<file path="config.mk">
export PLATFORM = sky130hd
export DESIGN_NAME = mem_port_arbiter_flat
export DESIGN_NICKNAME = d
export VERILOG_FILES = /design/src/rtl/mem_port_arbiter_pkg.sv /design/src/rtl/mem_port_arbiter_if.sv /design/src/rtl/mem_port_arbiter_perf.sv /design/src/rtl/mem_port_arbiter.sv /design/src/flat_wrapper.sv
export SDC_FILE = /design/constraint.sdc
export NUM_CORES = 1
export LEC_CHECK = 0
export CORE_MARGIN = 3
export CORE_UTILIZATION = 30
export CTS_CLUSTER_SIZE = 30
export DETAILED_ROUTE_END_ITERATION = 10
export DONT_BUFFER_PORTS = 1
export PLACE_DENSITY = 0.53
export SLEW_MARGIN = 20
export SYNTH_ARGS = -nofsm -noshare
export SYNTH_HDL_FRONTEND = slang
export SYNTH_SLANG_ARGS = --single-unit
</file>
<file path="constraint.sdc">
create_clock -name clk -period 1.69 [get_ports clk]
set_clock_uncertainty 0.05 [all_clocks]
set_input_delay 0.2535 -clock clk [delete_from_list [all_inputs] [get_ports clk]]
set_output_delay 0.2535 -clock clk [all_outputs]
set_load 0.05 [all_outputs]
</file>
<file path="src/rtl/mem_port_arbiter_pkg.sv">
// Shared types and default widths for the IF/LS memory port arbiter.
package arb_pkg;

    localparam int ADDR_W_DEF = 32;
    localparam int DATA_W_DEF = 32;
    localparam int MEM_AW_DEF = 4;

    typedef enum logic [1:0] {
        IDLE    = 2'd0,
        BUSY_IF = 2'd1,
        BUSY_LS = 2'd2
    } arb_state_e;

    typedef enum logic {
        REQ_IF = 1'b0,
        REQ_LS = 1'b1
    } req_id_e;

endpackage

</file>
<file path="src/rtl/mem_port_arbiter_if.sv">
// Requester and memory signal bundle; the arbiter uses the slave modport,
// the requesters/memory environment uses the master modport.
interface mem_port_arbiter_if
    import arb_pkg::*;
#(
    parameter int ADDR_W = ADDR_W_DEF,
    parameter int DATA_W = DATA_W_DEF,
    parameter int MEM_AW = MEM_AW_DEF
);
    // Handshake: a requester holds req/addr/we/wdata stable until gnt is high
    // on a clock edge; that edge transfers the request. rvalid is a one-cycle
    // response pulse and rdata is only meaningful while rvalid is high.
    logic              if_req;
    logic [ADDR_W-1:0] if_addr;
    logic              if_gnt;
    logic              if_rvalid;
    logic [DATA_W-1:0] if_rdata;

    logic              ls_req;
    logic              ls_we;
    logic [ADDR_W-1:0] ls_addr;
    logic [DATA_W-1:0] ls_wdata;
    logic              ls_gnt;
    logic              ls_rvalid;
    logic [DATA_W-1:0] ls_rdata;

    logic              mem_req;
    logic              mem_we;
    logic [MEM_AW-1:0] mem_addr;
    logic [DATA_W-1:0] mem_wdata;
    logic              mem_ready;
    logic [DATA_W-1:0] mem_rdata;

    modport slave (
        input  if_req, if_addr, ls_req, ls_we, ls_addr, ls_wdata, mem_ready, mem_rdata,
        output if_gnt, if_rvalid, if_rdata, ls_gnt, ls_rvalid, ls_rdata,
               mem_req, mem_we, mem_addr, mem_wdata
    );

    modport master (
        output if_req, if_addr, ls_req, ls_we, ls_addr, ls_wdata, mem_ready, mem_rdata,
        input  if_gnt, if_rvalid, if_rdata, ls_gnt, ls_rvalid, ls_rdata,
               mem_req, mem_we, mem_addr, mem_wdata
    );
endinterface

</file>
<file path="src/rtl/mem_port_arbiter_perf.sv">
// Grant and stall event counters for the arbiter (built only with ARB_PERF_CNT_EN).
module arb_perf_counters (
    input  logic        clk,
    input  logic        rst,
    input  logic        if_req_i,
    input  logic        ls_req_i,
    input  logic        if_gnt_i,
    input  logic        ls_gnt_i,
    output logic [31:0] perf_if_cnt_o,
    output logic [31:0] perf_ls_cnt_o,
    output logic [31:0] perf_stall_cnt_o
);
    logic [31:0] if_cnt_q, ls_cnt_q, stall_cnt_q;
    logic        stall;

    // A cycle stalls when any requester is asking and is not the one granted.
    assign stall = (if_req_i && !if_gnt_i) || (ls_req_i && !ls_gnt_i);

    always_ff @(posedge clk) begin
        if (rst) begin
            if_cnt_q    <= '0;
            ls_cnt_q    <= '0;
            stall_cnt_q <= '0;
        end else begin
            if (if_gnt_i) if_cnt_q    <= if_cnt_q + 32'd1;
            if (ls_gnt_i) ls_cnt_q    <= ls_cnt_q + 32'd1;
            if (stall)    stall_cnt_q <= stall_cnt_q + 32'd1;
        end
    end

    assign perf_if_cnt_o    = if_cnt_q;
    assign perf_ls_cnt_o    = ls_cnt_q;
    assign perf_stall_cnt_o = stall_cnt_q;
endmodule

</file>
<file path="src/rtl/mem_port_arbiter.sv">
// Shares one single-port word memory between fetch (IF) and load/store (LS).
// Optional perf counters are enabled by defining ARB_PERF_CNT_EN.
module mem_port_arbiter
    import arb_pkg::*;
#(
    parameter int ADDR_W = ADDR_W_DEF,
    parameter int DATA_W = DATA_W_DEF,
    parameter int MEM_AW = MEM_AW_DEF
) (
    input  logic                clk,
    input  logic                rst,
    mem_port_arbiter_if.slave   bus,
    output arb_state_e          dbg_state_o
`ifdef ARB_PERF_CNT_EN
    ,
    output logic [31:0]         perf_if_cnt,
    output logic [31:0]         perf_ls_cnt,
    output logic [31:0]         perf_stall_cnt
`endif
);
    arb_state_e        state_q, state_d;
    req_id_e           last_win_q, last_win_d;
    logic [MEM_AW-1:0] addr_q, addr_d;
    logic              we_q, we_d;
    logic [DATA_W-1:0] wdata_q, wdata_d;
    logic [DATA_W-1:0] rdata_q, rdata_d;
    logic              if_rvalid_q, if_rvalid_d;
    logic              ls_rvalid_q, ls_rvalid_d;
    logic              if_gnt, ls_gnt, busy;

    logic unused_addr_bits;
    assign unused_addr_bits = ^{bus.if_addr[ADDR_W-1:MEM_AW+2], bus.if_addr[1:0],
                                bus.ls_addr[ADDR_W-1:MEM_AW+2], bus.ls_addr[1:0]};

    always_ff @(posedge clk) begin
        if (rst) begin
            state_q     <= IDLE;
            last_win_q  <= REQ_IF;
            addr_q      <= '0;
            we_q        <= 1'b0;
            wdata_q     <= '0;
            rdata_q     <= '0;
            if_rvalid_q <= 1'b0;
            ls_rvalid_q <= 1'b0;
        end else begin
            state_q     <= state_d;
            last_win_q  <= last_win_d;
            addr_q      <= addr_d;
            we_q        <= we_d;
            wdata_q     <= wdata_d;
            rdata_q     <= rdata_d;
            if_rvalid_q <= if_rvalid_d;
            ls_rvalid_q <= ls_rvalid_d;
        end
    end

    always_comb begin
        state_d     = state_q;
        last_win_d  = last_win_q;
        addr_d      = addr_q;
        we_d        = we_q;
        wdata_d     = wdata_q;
        rdata_d     = rdata_q;
        if_rvalid_d = 1'b0;
        ls_rvalid_d = 1'b0;
        unique case (state_q)
            IDLE: begin
                // The round-robin pointer only moves when both sides competed.
                if (bus.if_req && bus.ls_req)
                    last_win_d = ls_gnt ? REQ_LS : REQ_IF;
                if (if_gnt) begin
                    state_d = BUSY_IF;
                    addr_d  = bus.if_addr[MEM_AW+1:2];
                    we_d    = 1'b0;
                    wdata_d = '0;
                end else if (ls_gnt) begin
                    state_d = BUSY_LS;
                    addr_d  = bus.ls_addr[MEM_AW+1:2];
                    we_d    = bus.ls_we;
                    wdata_d = bus.ls_wdata;
                end
            end
            BUSY_IF: begin
                if (bus.mem_ready) begin
                    state_d     = IDLE;
                    rdata_d     = bus.mem_rdata;
                    if_rvalid_d = 1'b1;
                end
            end
            BUSY_LS: begin
                if (bus.mem_ready) begin
                    state_d     = IDLE;
                    rdata_d     = we_q ? '0 : bus.mem_rdata;
                    ls_rvalid_d = 1'b1;
                end
            end
            default: state_d = IDLE;
        endcase
    end

    always_comb begin
        if_gnt = 1'b0;
        ls_gnt = 1'b0;
        if (state_q == IDLE) begin
            if (bus.if_req && bus.ls_req) begin
                if (last_win_q == REQ_IF) ls_gnt = 1'b1;
                else                      if_gnt = 1'b1;
            end else begin
                if_gnt = bus.if_req;
                ls_gnt = bus.ls_req;
            end
        end
        busy          = (state_q != IDLE);
        bus.if_gnt    = if_gnt;
        bus.ls_gnt    = ls_gnt;
        bus.mem_req   = busy;
        bus.mem_we    = (state_q == BUSY_LS) && we_q;
        bus.mem_addr  = busy ? addr_q : '0;
        bus.mem_wdata = busy ? wdata_q : '0;
        bus.if_rvalid = if_rvalid_q;
        bus.ls_rvalid = ls_rvalid_q;
        bus.if_rdata  = if_rvalid_q ? rdata_q : '0;
        bus.ls_rdata  = ls_rvalid_q ? rdata_q : '0;
        dbg_state_o   = state_q;
    end

`ifdef ARB_PERF_CNT_EN
    arb_perf_counters u_perf (
        .clk              (clk),
        .rst              (rst),
        .if_req_i         (bus.if_req),
        .ls_req_i         (bus.ls_req),
        .if_gnt_i         (if_gnt),
        .ls_gnt_i         (ls_gnt),
        .perf_if_cnt_o    (perf_if_cnt),
        .perf_ls_cnt_o    (perf_ls_cnt),
        .perf_stall_cnt_o (perf_stall_cnt)
    );
`endif
endmodule

</file>
<file path="src/flat_wrapper.sv">
// flat-port wrapper written by rule: the top's interface ports become plain ports
module mem_port_arbiter_flat import arb_pkg::*;
#(
    parameter int ADDR_W = ADDR_W_DEF,
    parameter int DATA_W = DATA_W_DEF,
    parameter int MEM_AW = MEM_AW_DEF
)
  (clk, rst, dbg_state_o, bus_if_req, bus_if_addr, bus_ls_req, bus_ls_we, bus_ls_addr, bus_ls_wdata, bus_mem_ready, bus_mem_rdata, bus_if_gnt, bus_if_rvalid, bus_if_rdata, bus_ls_gnt, bus_ls_rvalid, bus_ls_rdata, bus_mem_req, bus_mem_we, bus_mem_addr, bus_mem_wdata);
  mem_port_arbiter_if #(.ADDR_W(ADDR_W), .DATA_W(DATA_W), .MEM_AW(MEM_AW)) bus_i ();
  input  logic clk;
  input  logic rst;
  output arb_state_e dbg_state_o;
  input wire logic [$bits(bus_i.if_req)-1:0] bus_if_req;
  input wire logic [$bits(bus_i.if_addr)-1:0] bus_if_addr;
  input wire logic [$bits(bus_i.ls_req)-1:0] bus_ls_req;
  input wire logic [$bits(bus_i.ls_we)-1:0] bus_ls_we;
  input wire logic [$bits(bus_i.ls_addr)-1:0] bus_ls_addr;
  input wire logic [$bits(bus_i.ls_wdata)-1:0] bus_ls_wdata;
  input wire logic [$bits(bus_i.mem_ready)-1:0] bus_mem_ready;
  input wire logic [$bits(bus_i.mem_rdata)-1:0] bus_mem_rdata;
  output wire logic [$bits(bus_i.if_gnt)-1:0] bus_if_gnt;
  output wire logic [$bits(bus_i.if_rvalid)-1:0] bus_if_rvalid;
  output wire logic [$bits(bus_i.if_rdata)-1:0] bus_if_rdata;
  output wire logic [$bits(bus_i.ls_gnt)-1:0] bus_ls_gnt;
  output wire logic [$bits(bus_i.ls_rvalid)-1:0] bus_ls_rvalid;
  output wire logic [$bits(bus_i.ls_rdata)-1:0] bus_ls_rdata;
  output wire logic [$bits(bus_i.mem_req)-1:0] bus_mem_req;
  output wire logic [$bits(bus_i.mem_we)-1:0] bus_mem_we;
  output wire logic [$bits(bus_i.mem_addr)-1:0] bus_mem_addr;
  output wire logic [$bits(bus_i.mem_wdata)-1:0] bus_mem_wdata;
  assign bus_i.if_req = bus_if_req;
  assign bus_i.if_addr = bus_if_addr;
  assign bus_i.ls_req = bus_ls_req;
  assign bus_i.ls_we = bus_ls_we;
  assign bus_i.ls_addr = bus_ls_addr;
  assign bus_i.ls_wdata = bus_ls_wdata;
  assign bus_i.mem_ready = bus_mem_ready;
  assign bus_i.mem_rdata = bus_mem_rdata;
  assign bus_if_gnt = bus_i.if_gnt;
  assign bus_if_rvalid = bus_i.if_rvalid;
  assign bus_if_rdata = bus_i.if_rdata;
  assign bus_ls_gnt = bus_i.ls_gnt;
  assign bus_ls_rvalid = bus_i.ls_rvalid;
  assign bus_ls_rdata = bus_i.ls_rdata;
  assign bus_mem_req = bus_i.mem_req;
  assign bus_mem_we = bus_i.mem_we;
  assign bus_mem_addr = bus_i.mem_addr;
  assign bus_mem_wdata = bus_i.mem_wdata;
  mem_port_arbiter #(.ADDR_W(ADDR_W), .DATA_W(DATA_W), .MEM_AW(MEM_AW)) u_core (.clk(clk), .rst(rst), .bus(bus_i), .dbg_state_o(dbg_state_o));
endmodule
</file>
==> reports/metrics.yaml <==
ys.flop_type: "dfxtp_1"
io-pin-count: 242
seq_area_frac_synth: 0.409
tightestPinTransition_ps: 532
whs_ps: 19.7
crit_slowest_cell: "dfxtp_4"
num-nets-final: 681
avgRoutedWirePerCell_um: 16.9
cp.depth: 6
synth_area_mm2: 0.00362
rsz0062_at_grt: "true"
dpl.hpwl_um: 8380
r2r_setup_slack_ps: 110
p_per_area_mw_per_mm2: 874
final_area_mm2: 0.00662
dpl_worst_slack_ps: 38.9
wl_um: 11700
hold_class: "in2reg"
vias_per_cell: 5.08
gp_congestion: 0.745
drv_cap: 0
grt_pass1_wl_um: 18500
grt_max_degree: 53
r2r_end: "u_core.addr_q[0]$_SDFFE_PP0P_"
postSynthAreaPerCell_um2: 8.12
crit_path_end: "bus_mem_addr[1]"
crit_chain: "inv_4 > ha_4 > buf_12 > buf_12 > nor2b_4 > buf_12"
max_stage_delay_ps: 350
min_period_ps: 1810
timing.fmax_mhz: 551
drt_iter0_drc: 180
io_buffers: 0
grtUsageMet2: 0.293
p_leak_nw: 2.43
critPathLaunchType: "flip-flop"
overflow: 0
use_met1: 0.205
dr.pass1.iters: 5
cp_top_family: "buffers and inverters"
vias: 3518
grt_pass1_vias: 3557
hold_viol: 0
htreeDepth: 3
critPathMaxFanout: 9
placed_area_mm2: 0.00603
cp-startpoint: "u_core.dbg_state_o[0]$_SDFFE_PP0P_"
clk_pin_slew_worst_paths_ps: 60
drive_above_1_share: 0.379
start_util: 0.312
top_usage_layer: "met2"
yosysTopAreaCellShare: 0.409
ys_ff_latch: 74
grt_antenna_before_repair: 0
critPathArrivalTime_ps: 1510
finalCritPeriodShare: 1.07
fin_setup_tns_ps: -3550
synth_fp_nets: 583
netlist_instances: 446
end_kind: "output pin"
peakVddDrop_mv: 0.508
ys_async_sr_fraction: 0
violations: "setup timing"
reg2reg_from: "u_core.dbg_state_o[0]$_SDFFE_PP0P_"
synth_cell_types: 34
crit_top_cell: "buf_12"
rows: 39
crit_type: "reg2out"
track_usage: 0.175
diodes: 0
cts_tree: "built"
cts.sinks: 74
die_area_mm2: 0.0134
use_met3: 0.0721
clockRootBuffer: "clkbuf_16"
fin_ws_ps: -124
fp.dieW_um: 116
yosysWarnings: 0
post-route-drc-count: 0
ys_top_cells_by_area: "dfxtp_1, and2_1, nand3_1"
die_y_um: 116
detail-route-antenna-nets: 0
ctsLongestPathBuffers: 2
reg2reg_depth: 8
cp.required_ps: 1390
crit_buf_inv: 4
core_mm2: 0.0116
clock_latency_ps: 330
status: "finished, violations left"
areaGrowthSynthToFinish_pct: 82.8
yosys.area.top_type: "dfxtp_1"
slew_headroom: 0.644
maxSlewViolCount: 0
finalPower_mw: 5.79
synth_edf_count: 0
setup_viol: 33
numCtsBuffers: 9
-- worst min-delay path by stage --
| stage | from | end | slack, ps | cells past startpoint |
|---|---|---|---|---|
| after floorplan | bus_mem_ready | u_core.bus.if_rvalid$_SDFF_PP0_ | 350 | 1 |
| after CTS | bus_ls_wdata[11] | u_core.wdata_q[11]$_SDFFE_PP0P_ | 6 | 2 |
| after global routing | bus_mem_ready | u_core.bus.if_rvalid$_SDFF_PP0_ | 8 | 1 |
| final | bus_mem_rdata[7] | u_core.rdata_q[7]$_SDFFE_PP0P_ | 20 | 2 |
| after global placement | rst | u_core.dbg_state_o[0]$_SDFFE_PP0P_ | 270 | 1 |
| after detailed placement | rst | u_core.dbg_state_o[0]$_SDFFE_PP0P_ | 270 | 1 |
-- state kept, by name, indices dropped and copies added, names as in the netlist --
signal                cells
u_core.last_win_q         1
u_core.bus.if_rvalid      1
u_core.bus.ls_rvalid      1
u_core.we_q               1
u_core.addr_q             4
u_core.rdata_q           32
u_core.dbg_state_o        2
u_core.wdata_q           32
-- cell usage after synthesis (2+ instances only) --
cell,number
dfxtp_1,74
and2_1,66
nand3_1,53
a21oi_1,40
nand2_1,36
nor2b_1,36
clkbuf_1,20
nor2_1,20
o21ai_0,19
a32oi_1,17
buf_2,12
a21oi_2,10
buf_6,6
inv_1,5
a31oi_1,3
ha_1,3
nand2b_1,3
o41ai_1,3
and3_1,2
buf_4,2
inv_2,2
o21ai_1,2
-- per-stage QoR --
stage                     utilization  cells
after floorplan                     -    446
after global placement          0.519    665
after detailed placement        0.519    665
after CTS                       0.567    690
after global routing            0.570    692
final                           0.570    692
-- worst reg2reg max path, stage by stage (launching register included) --
cell	delay, ps
dfxtp_4	350
inv_4	70
ha_4	190
buf_12	140
buf_8	110
inv_8	40
buf_4	130
o41ai_1	310
a31oi_1	70
-- cells by family (layout without fill, tap and decap cells) --
group,after synthesis,count (layout),synth area share
buf+inv,48,151,0.0715
xor+xnor,1,1,0.00242
compound gates,101,101,0.183
simple gates,219,219,0.323
flops,74,74,0.409
fa+ha+maj,3,3,0.0104
-- metal layers --
layer / part of all wire / wire length (um)
met3: 0.093 / 1090
met2: 0.49 / 5760
met1: 0.41 / 4840
met5: 0 / 0
met4: 0.0020 / 23
-- final cells by class --
type	instances	area [um2]
clock buffers	12	268
clock inverters	4	95.1
fillers	1049	4990
inverters	7	42.5
multi-input cells	324	2200
flip-flops and latches	74	1490
well taps	143	179
repair buffers	128	2340
-- cell usage in the layout, fill, tap and decap left out, types with 2 or more instances in the layout --
| cell type | count |
|---|---|
| nor2b_4 | 37 |
| and2_1 | 66 |
| nand2_2 | 2 |
| clkbuf_16 | 10 |
| a21oi_1 | 40 |
| dfxtp_4 | 2 |
| ha_1 | 2 |
| inv_2 | 2 |
| bufinv_16 | 3 |
| dfxtp_1 | 72 |
| o41ai_1 | 2 |
| nand3_1 | 52 |
| buf_4 | 19 |
| a31oi_1 | 3 |
| and3_1 | 2 |
| a32oi_1 | 17 |
| a21oi_2 | 10 |
| nand2_1 | 34 |
| buf_12 | 103 |
| buf_16 | 4 |
| o21ai_0 | 19 |
| nor2_1 | 19 |
| inv_4 | 2 |
| nand2b_1 | 3 |
-- where the power goes --
group	total, mW	internal, mW	switching [mW]
clock	2.29	1.57	0.724
combinational	1.54	0.683	0.854
sequential	1.96	1.88	0.0746
-- what timing repair did --
item                                    CTS  global route
setup buffers                             7             2
endpoints found under the hold margin    52             0
endpoints found under the setup margin   41            46
pin swaps                                 2             0
cloned                                    2             0
hold buffers                              1             0
gates resized for setup                  16             6
(Power assumes the default switching activity.)
